[config.mk]
export PLATFORM = sky130hd
export DESIGN_NAME = expr_alu_pipe
export DESIGN_NICKNAME = d
export VERILOG_FILES = /design/src/rtl/expr_alu_pipe.sv
export SDC_FILE = /design/constraint.sdc
export NUM_CORES = 1
export LEC_CHECK = 0
export CAP_MARGIN = 25
export CORE_ASPECT_RATIO = 1.25
export CORE_MARGIN = 1
export CORE_UTILIZATION = 50
export CTS_BUF_LIST = sky130_fd_sc_hd__clkbuf_4 sky130_fd_sc_hd__clkbuf_8
export DETAILED_ROUTE_END_ITERATION = 7
export GPL_ROUTABILITY_DRIVEN = 0
export PLACE_DENSITY = 0.74
export SYNTH_ARGS = -nofsm -noshare
export SYNTH_HDL_FRONTEND = slang
export SYNTH_SLANG_ARGS = --single-unit
[constraint.sdc]
create_clock -name clk -period 2.6 [get_ports clk]
set_input_delay 0.65 -clock clk [delete_from_list [all_inputs] [get_ports clk]]
set_output_delay 0.65 -clock clk [all_outputs]
set_load 0.01 [all_outputs]
[src/rtl/expr_alu_pipe.sv]
// expr_alu_pipe
// Two-stage pipelined expression unit implementing the Verilog operator set
// on WIDTH-bit operands, with valid/ready flow control, an accumulator chain
// mode, status flags and per-transaction sequence tags.
//
// Ports:
//   clk, rst_n        clock (rising edge), asynchronous active-low reset
//   in_valid/in_ready request handshake; accepted when both are high
//   in_op             5-bit opcode (29-31 illegal)
//   in_chain          use the accumulator in place of in_a
//   in_a, in_b        operands (in_b is also the shift amount)
//   out_valid/out_ready result handshake; consumed when both are high
//   out_result        WIDTH-bit result
//   out_carry         ADD carry-out / SUB borrow, 0 for other ops
//   out_zero          out_result == 0
//   out_err           illegal opcode
//   out_seq           sequence tag of this result
module expr_alu_pipe #(
  parameter int WIDTH      = 8,
  parameter bit SIGNED_CMP = 1'b0,
  parameter int SEQ_W      = 8
) (
  input  logic             clk,
  input  logic             rst_n,
  input  logic             in_valid,
  output logic             in_ready,
  input  logic [4:0]       in_op,
  input  logic             in_chain,
  input  logic [WIDTH-1:0] in_a,
  input  logic [WIDTH-1:0] in_b,
  output logic             out_valid,
  input  logic             out_ready,
  output logic [WIDTH-1:0] out_result,
  output logic             out_carry,
  output logic             out_zero,
  output logic             out_err,
  output logic [SEQ_W-1:0] out_seq
);

  localparam int HALF = WIDTH / 2;
  localparam logic [WIDTH-1:0] SHIFT_LIM = WIDTH'(WIDTH);

  typedef enum logic [4:0] {
    OP_AND   = 5'd0,  OP_OR    = 5'd1,  OP_XOR   = 5'd2,  OP_XNOR  = 5'd3,
    OP_LAND  = 5'd4,  OP_LOR   = 5'd5,  OP_EQ    = 5'd6,  OP_NEQ   = 5'd7,
    OP_LT    = 5'd8,  OP_GT    = 5'd9,  OP_LEQ   = 5'd10, OP_GEQ   = 5'd11,
    OP_SLL   = 5'd12, OP_SRL   = 5'd13, OP_SLA   = 5'd14, OP_SRA   = 5'd15,
    OP_ADD   = 5'd16, OP_SUB   = 5'd17, OP_NEG   = 5'd18, OP_LNOT  = 5'd19,
    OP_INV   = 5'd20, OP_RAND  = 5'd21, OP_ROR   = 5'd22, OP_RXOR  = 5'd23,
    OP_RNAND = 5'd24, OP_RNOR  = 5'd25, OP_RXNOR = 5'd26, OP_CAT   = 5'd27,
    OP_REP   = 5'd28
  } op_e;

  // Zero-extends a single-bit result to the datapath width.
  function automatic logic [WIDTH-1:0] zext(input logic b);
    zext = {{(WIDTH-1){1'b0}}, b};
  endfunction

  logic             r_s1_valid;
  logic [WIDTH-1:0] r_s1_result;
  logic             r_s1_carry;
  logic             r_s1_zero;
  logic             r_s1_err;
  logic [SEQ_W-1:0] r_s1_seq;

  logic             r_out_valid;
  logic [WIDTH-1:0] r_out_result;
  logic             r_out_carry;
  logic             r_out_zero;
  logic             r_out_err;
  logic [SEQ_W-1:0] r_out_seq;

  logic [WIDTH-1:0] r_acc;
  logic [SEQ_W-1:0] r_seq;

  logic             w_accept;
  logic             w_s2_free;
  logic             w_s2_load;
  logic [WIDTH-1:0] w_a;
  logic             w_shift_big;
  logic [WIDTH:0]   w_sum;
  logic [WIDTH:0]   w_diff;
  logic             w_lt;
  logic             w_gt;
  logic [WIDTH-1:0] w_sra;
  logic [WIDTH-1:0] w_result;
  logic             w_carry;
  logic             w_err;

  // S2 can take a new entry when empty or when its current entry leaves this cycle.
  assign w_s2_free = !r_out_valid || out_ready;
  assign w_s2_load = r_s1_valid && w_s2_free;
  assign in_ready  = !r_s1_valid || w_s2_free;
  assign w_accept  = in_valid && in_ready;

  // The accumulator is read combinationally so a chained op issued right
  // after its producer sees the value written at the producer's accept edge.
  assign w_a         = in_chain ? r_acc : in_a;
  assign w_shift_big = (in_b >= SHIFT_LIM);
  assign w_sum       = {1'b0, w_a} + {1'b0, in_b};
  assign w_diff      = {1'b0, w_a} - {1'b0, in_b};
  assign w_lt        = SIGNED_CMP ? ($signed(w_a) < $signed(in_b)) : (w_a < in_b);
  assign w_gt        = SIGNED_CMP ? ($signed(w_a) > $signed(in_b)) : (w_a > in_b);
  // SRA sign-fills regardless of the compare mode.
  assign w_sra       = w_shift_big ? {WIDTH{w_a[WIDTH-1]}}
                                   : WIDTH'($signed(w_a) >>> in_b);

  always_comb begin
    w_result = '0;
    w_carry  = 1'b0;
    w_err    = 1'b0;
    case (in_op)
      OP_AND:   w_result = w_a & in_b;
      OP_OR:    w_result = w_a | in_b;
      OP_XOR:   w_result = w_a ^ in_b;
      OP_XNOR:  w_result = ~(w_a ^ in_b);
      OP_LAND:  w_result = zext((|w_a) && (|in_b));
      OP_LOR:   w_result = zext((|w_a) || (|in_b));
      OP_EQ:    w_result = zext(w_a == in_b);
      OP_NEQ:   w_result = zext(w_a != in_b);
      OP_LT:    w_result = zext(w_lt);
      OP_GT:    w_result = zext(w_gt);
      OP_LEQ:   w_result = zext(!w_gt);
      OP_GEQ:   w_result = zext(!w_lt);
      OP_SLL,
      OP_SLA:   w_result = w_shift_big ? '0 : (w_a << in_b);
      OP_SRL:   w_result = w_shift_big ? '0 : (w_a >> in_b);
      OP_SRA:   w_result = w_sra;
      OP_ADD: begin
        w_result = w_sum[WIDTH-1:0];
        w_carry  = w_sum[WIDTH];
      end
      OP_SUB: begin
        w_result = w_diff[WIDTH-1:0];
        w_carry  = w_diff[WIDTH];
      end
      OP_NEG:   w_result = '0 - w_a;
      OP_LNOT:  w_result = zext(w_a == '0);
      OP_INV:   w_result = ~w_a;
      OP_RAND:  w_result = zext(&w_a);
      OP_ROR:   w_result = zext(|w_a);
      OP_RXOR:  w_result = zext(^w_a);
      OP_RNAND: w_result = zext(~&w_a);
      OP_RNOR:  w_result = zext(~|w_a);
      OP_RXNOR: w_result = zext(~^w_a);
      OP_CAT:   w_result = {w_a[HALF-1:0], in_b[HALF-1:0]};
      OP_REP:   w_result = {2{w_a[HALF-1:0]}};
      default:  w_err    = 1'b1;
    endcase
  end

  // Stage 1 plus architectural state (accumulator and tag counter).
  always_ff @(posedge clk or negedge rst_n) begin
    if (!rst_n) begin
      r_s1_valid  <= 1'b0;
      r_s1_result <= '0;
      r_s1_carry  <= 1'b0;
      r_s1_zero   <= 1'b0;
      r_s1_err    <= 1'b0;
      r_s1_seq    <= '0;
      r_acc       <= '0;
      r_seq       <= '0;
    end else if (w_accept) begin
      r_s1_valid  <= 1'b1;
      r_s1_result <= w_result;
      r_s1_carry  <= w_carry;
      r_s1_zero   <= (w_result == '0);
      r_s1_err    <= w_err;
      r_s1_seq    <= r_seq;
      r_acc       <= w_result;
      r_seq       <= r_seq + SEQ_W'(1);
    end else if (w_s2_load) begin
      r_s1_valid  <= 1'b0;
    end
  end

  // Stage 2 output register; payload holds while stalled.
  always_ff @(posedge clk or negedge rst_n) begin
    if (!rst_n) begin
      r_out_valid  <= 1'b0;
      r_out_result <= '0;
      r_out_carry  <= 1'b0;
      r_out_zero   <= 1'b0;
      r_out_err    <= 1'b0;
      r_out_seq    <= '0;
    end else if (w_s2_load) begin
      r_out_valid  <= 1'b1;
      r_out_result <= r_s1_result;
      r_out_carry  <= r_s1_carry;
      r_out_zero   <= r_s1_zero;
      r_out_err    <= r_s1_err;
      r_out_seq    <= r_s1_seq;
    end else if (out_ready) begin
      r_out_valid  <= 1'b0;
    end
  end

  assign out_valid  = r_out_valid;
  assign out_result = r_out_result;
  assign out_carry  = r_out_carry;
  assign out_zero   = r_out_zero;
  assign out_err    = r_out_err;
  assign out_seq    = r_out_seq;

endmodule
==> results.py, run 1 <==
metrics = {
    "clocking": {
        "cts_root_buf": "clkbuf_8",
        "ctsLongestPathBuffers": 2,
        "numCtsBuffers": 5,
        "postCtsHoldBufs": 0,
        "cts.sinks": 48,
        "htreeDepth": 2,
    },
    "synthesis": {
        "synth-seq-area-share": 0.254,
        "synthTopCellsByArea": "dfrtp_1 25%, ha_1 8.7%, nand2_1 5.9%",
        "syn_inst": 556,
        "dominantRegCellSynth": "dfrtp_1",
        "synth_most_common_cell": "nand2_1",
        "synth_top_area_frac": 0.254,
        "synth_top_area_cell": "dfrtp_1",
        "synth-edff-count": 0,
        "yosysUniqueCellTypes": 76,
        "avgSynthCellArea_um2": 8.51,
        "ys_warn_count": 0,
        "synth.net_count": 617,
        "mappedNetlistArea_um2": 4730,
        "async_reset_ff_frac": 1.00,
        "synth_seq_cells": 48,
        "synthTopCellsByCount": "74 x nand2_1, 48 x dfrtp_1, 36 x nor2_1, 33 x ha_1, 26 x inv_1",
    },
    "outcome": {
        "failing_step": "global routing (5_1_grt)",
        "firstError": "[ERROR GRT-0232] Routing congestion too high. Check the congestion heatmap in the GUI.",
        "status": "did not finish",
    },
    "global_routing": {
        "grt_max_degree": 49,
        "track_usage": 0.651,
        "grt.overflow.total": 2,
    },
    "placed_design": {
        "port_buffers": 46,
        "dpl.hpwl_mm": 13.6,
        "dp.cells": 860,
        "post_dp_cell_area_um2": 6560,
    },
    "die": {
        "io_pins": 47,
        "start_util": 0.516,
        "die_x_um": 89,
        "num_rows": 39,
        "die_height_um": 111,
    },
    "sta": {
        "worst_endpoint_kind": "register input",
        "crit_endpoint": "r_s1_zero$_DFFE_PN0P_/D",
    },
}
per-stage QoR:
stage               TNS, ns  utilization  setup WS (ns)
CTS                   -3.24        0.794         -0.526
detailed placement   -10.84        0.715          -1.29
global placement     -10.30        0.715          -1.25
floorplan             -3.66            -         -0.737
metal layers:
layer / GRT overflow / GRT usage
met3: 0 / 0.494
met5: 0 / 0.0568
met4: 1 / 0.582
met1: 0 / 0.677
met2: 1 / 0.820
cell families after synthesis:
| family | after synthesis | synth area share |
|---|---|---|
| flip-flops | 48 | 0.254 |
| multiplexers | 40 | 0.120 |
| XOR/XNOR | 32 | 0.0592 |
| adder cells (fa/ha/maj) | 35 | 0.0957 |
| AND/OR/NAND/NOR | 205 | 0.216 |
| AO/OA/AOI/OAI | 129 | 0.194 |
| buffers and inverters | 67 | 0.0608 |
what timing repair did:
| action | 4_1_cts |
|---|---|
| pin swaps | 43 |
| resized for setup | 94 |
| endpoints found under the hold margin | 0 |
| setup buffers | 36 |
| cloned | 1 |
| endpoints found under the setup margin | 10 |
==> run 2: changes to the inputs <==
Settings changed: CORE_ASPECT_RATIO 1.25 to default, CORE_UTILIZATION 50 to 35, CTS_BUF_LIST sky130_fd_sc_hd__clkbuf_4 sky130_fd_sc_hd__clkbuf_8 to default, PLACE_DENSITY 0.74 to default, PLACE_DENSITY_LB_ADDON from default to 0.15.
Clock period 2.6 ns to 3.4 ns, I/O delays scaled along.
==> run 2 against run 1 <==
Net effect:
- the run now ends clean
- area after synthesis stayed put
- synthesized cell count stayed put
==> results.py, run 2 <==
metrics = {
    "synthesis": {
        "mappedNetlistArea_um2": 4730,
        "synth.net_count": 617,
        "synth-simple-area-share": 0.216,
        "synth-xor-area-share": 0.0592,
        "ys_warn_count": 0,
        "yosysUniqueCellTypes": 76,
        "synthTopCellsByCount": "74 x nand2_1, 48 x dfrtp_1, 36 x nor2_1, 33 x ha_1, 26 x inv_1",
        "synth-edff-count": 0,
        "synth_compound_area_frac": 0.194,
        "synth_most_common_cell": "nand2_1",
        "syn_inst": 556,
        "synthAdderAreaFrac": 0.0957,
        "synth_top_family_by_area": "simple AND/OR/NAND/NOR gates",
        "synth_top_area_frac": 0.254,
        "synth-seq-area-share": 0.254,
        "avgSynthCellArea_um2": 8.51,
        "synthTopCellsByArea": "dfrtp_1 25%, ha_1 8.7%, nand2_1 5.9%",
        "synthMuxAreaShare": 0.120,
        "synth_seq_cells": 48,
        "synth_top_area_cell": "dfrtp_1",
        "dominantRegCellSynth": "dfrtp_1",
        "async_reset_ff_frac": 1.00,
    },
    "global_routing": {
        "track_usage": 0.255,
        "grt_max_degree": 49,
        "grt_pass1_wl_mm": 27.8,
        "grt.overflow.total": 0,
        "grt_pass1_vias": 5013,
        "antenna_found_initial": 0,
    },
    "clocking": {
        "htreeDepth": 2,
        "numCtsBuffers": 5,
        "ctsLongestPathBuffers": 2,
        "clkLatencyLatePin_ns": 0.28,
        "tritoncts": "done",
        "cts_root_buf": "clkbuf_16",
        "postCtsHoldBufs": 0,
        "clk_pin_slew_worst_paths_ns": 0.06,
        "cts.sinks": 48,
    },
    "finish": {
        "final-seq-area_um2": 1200,
        "antenna_cells": 0,
        "multi_input_area_um2": 3420,
        "nets": 781,
        "syn_to_final_growth_pct": 42.7,
        "design_area_um2": 6750,
        "drive_gt1_frac": 0.331,
        "mostFrequentLayoutCells": "136 x buf_4, 74 x nand2_1, 48 x dfrtp_1, 37 x clkdlybuf4s50_1, 36 x nor2_1",
        "nFillCells": 1280,
        "fin_cells": 896,
        "final_common_cell": "buf_4",
    },
    "critical_path": {
        "crit_chain": "buf_6 > buf_6 > mux2i_4 > buf_6 > inv_2 > ha_4 > inv_2 > fa_2 > nor2b_2 > o21ai_1 > nand2b_1 > a31o_2 > a221o_1 > a221oi_2 > inv_1 > o41ai_2",
        "rrSetupSlack_ns": 0.33,
        "criticalPathCategory": "in2reg",
        "r2r.worst_path.cells": 14,
        "worstPathRequired_ns": 3.58,
        "path_max_fanout": 3,
        "crit_path_frequent_cell": "buf_6",
        "critPathLaunchType": "input port",
        "r2r-end": "r_s1_zero",
        "worstPathArrival_ns": 3.53,
        "slowest_stage": "a221o_1",
        "worst_setup_path_end_kind": "flop",
        "cp_slowest_stage_delay_ns": 0.33,
        "reg2reg_from": "r_acc[0]",
    },
    "die": {
        "design.core.area_um2": 13200,
        "start_util": 0.359,
        "die_height_um": 118,
        "die_x_um": 118,
        "io_pins": 47,
        "num_rows": 42,
        "die_area_um2": 14000,
    },
    "drt": {
        "drt-total-wl_mm": 17.8,
        "vias": 5099,
        "avgRoutedWirePerCell_um": 19.8,
        "viasPerCell": 5.69,
        "ant_nets": 0,
        "drcViolationCount": 0,
        "drt_iter0_drc": 585,
        "firstDrtPassIters": 6,
    },
    "sta": {
        "layout_min_cycle_time_ns": 3.35,
        "setup_viol": 0,
        "max_freq_ghz": 0.298,
        "fin_crit_sh": 0.986,
        "finalHoldViolCount": 0,
        "tightest_slew_ns": 0.980,
        "drv_slew": 0,
        "slew_headroom": 0.342,
        "grt_setup_unrepaired": "yes",
        "holdWs_ns": 0.405,
        "clock_skew_ns": 0.00351,
        "fin_tns_setup_ns": 0,
    },
    "placed_design": {
        "dpl.hpwl_mm": 14.0,
        "port_buffers": 46,
        "dp.cells": 870,
        "post_dp_cell_area_um2": 6280,
    },
    "power": {
        "vdd_drop_max_uv": 272,
        "power_leakage_nw": 3.02,
        "power_density_nw_per_um2": 428,
    },
    "run": {
        "drv_cap": 0,
    },
    "min_path": {
        "min_path_type": "in2async",
    },
    "outcome": {
        "status": "finished, final reports clean",
    },
}
-- run 2: cell counts after synthesis --
No cell type changed its count.
-- run 2: how the worst max path moves through the flow --
stage | to | slack (ns) | startpoint
5_1_grt | r_s1_zero | -0.03 | in_chain
4_1_cts | r_s1_zero | -0.07 | in_chain
2_1_floorplan | r_s1_zero | -0.14 | in_chain
3_5_place_dp | r_s1_zero | -0.75 | in_chain
6_report | r_s1_zero | 0.05 | in_chain
3_3_place_gp | r_s1_zero | -0.69 | in_chain
-- run 2: cells by family after synthesis --
family | count (synthesis)
fa+ha+maj | 35
buf+inv | 67
xor+xnor | 32
flops | 48
compound gates | 129
mux | 40
simple gates | 205
-- run 2: final cells by class --
cell class,instances,share of cell area
Multi-Input combinational cell,441,0.506
Timing Repair Buffer,193,0.244
Sequential cell,48,0.178
Tap cell,176,0.0326
Clock buffer,6,0.0206
Inverter,31,0.0172
Clock inverter,1,0.00130
-- run 2: critical path, delay by kind of cell --
| family | cells | cell delay, ns |
|---|---|---|
| and+or+nand+nor | 2 | 0.17 |
| muxes | 1 | 0.27 |
| AOI/OAI and AO/OA | 5 | 1.35 |
| adders and majority gates | 2 | 0.40 |
| buffers and inverters | 6 | 0.49 |
-- run 2: report_power, final --
part           leakage, nW  internal, mW  switching, mW
logic                 2.33         0.797          0.734
registers            0.619         0.730          0.142
clock network       0.0729         0.290          0.199
total                 3.02          1.82           1.08
-- run 2: repair_timing --
item                       in CTS  in global routing
gates resized for setup        24                 20
setup endpoints to repair      10                  5
cloned                          0                  0
pin swaps                      13                 19
buffers inserted               12                  6
-- run 2: metal layers --
metal  routed length, µm  GRT usage  part of all wire  up-vias
met5                   0          0                 0        -
met4                 607     0.0873             0.034        0
met3                1600     0.0483             0.090       53
met2                7800      0.388              0.44      268
met1                7750      0.359              0.44     2421
li1                    -          -                 -     2357
-- run 2: metrics by stage --
step | total power [mW] | utilization | setup WS (ns)
finish | 2.89 | 0.512 | 0.0478
floorplan | 1.59 | - | -0.139
global route | 3.05 | 0.512 | -0.0320
detailed placement | 2.27 | 0.476 | -0.745
global placement | 2.26 | 0.476 | -0.693
CTS | 2.83 | 0.501 | -0.0674
Power figures use the tool's default switching activity.
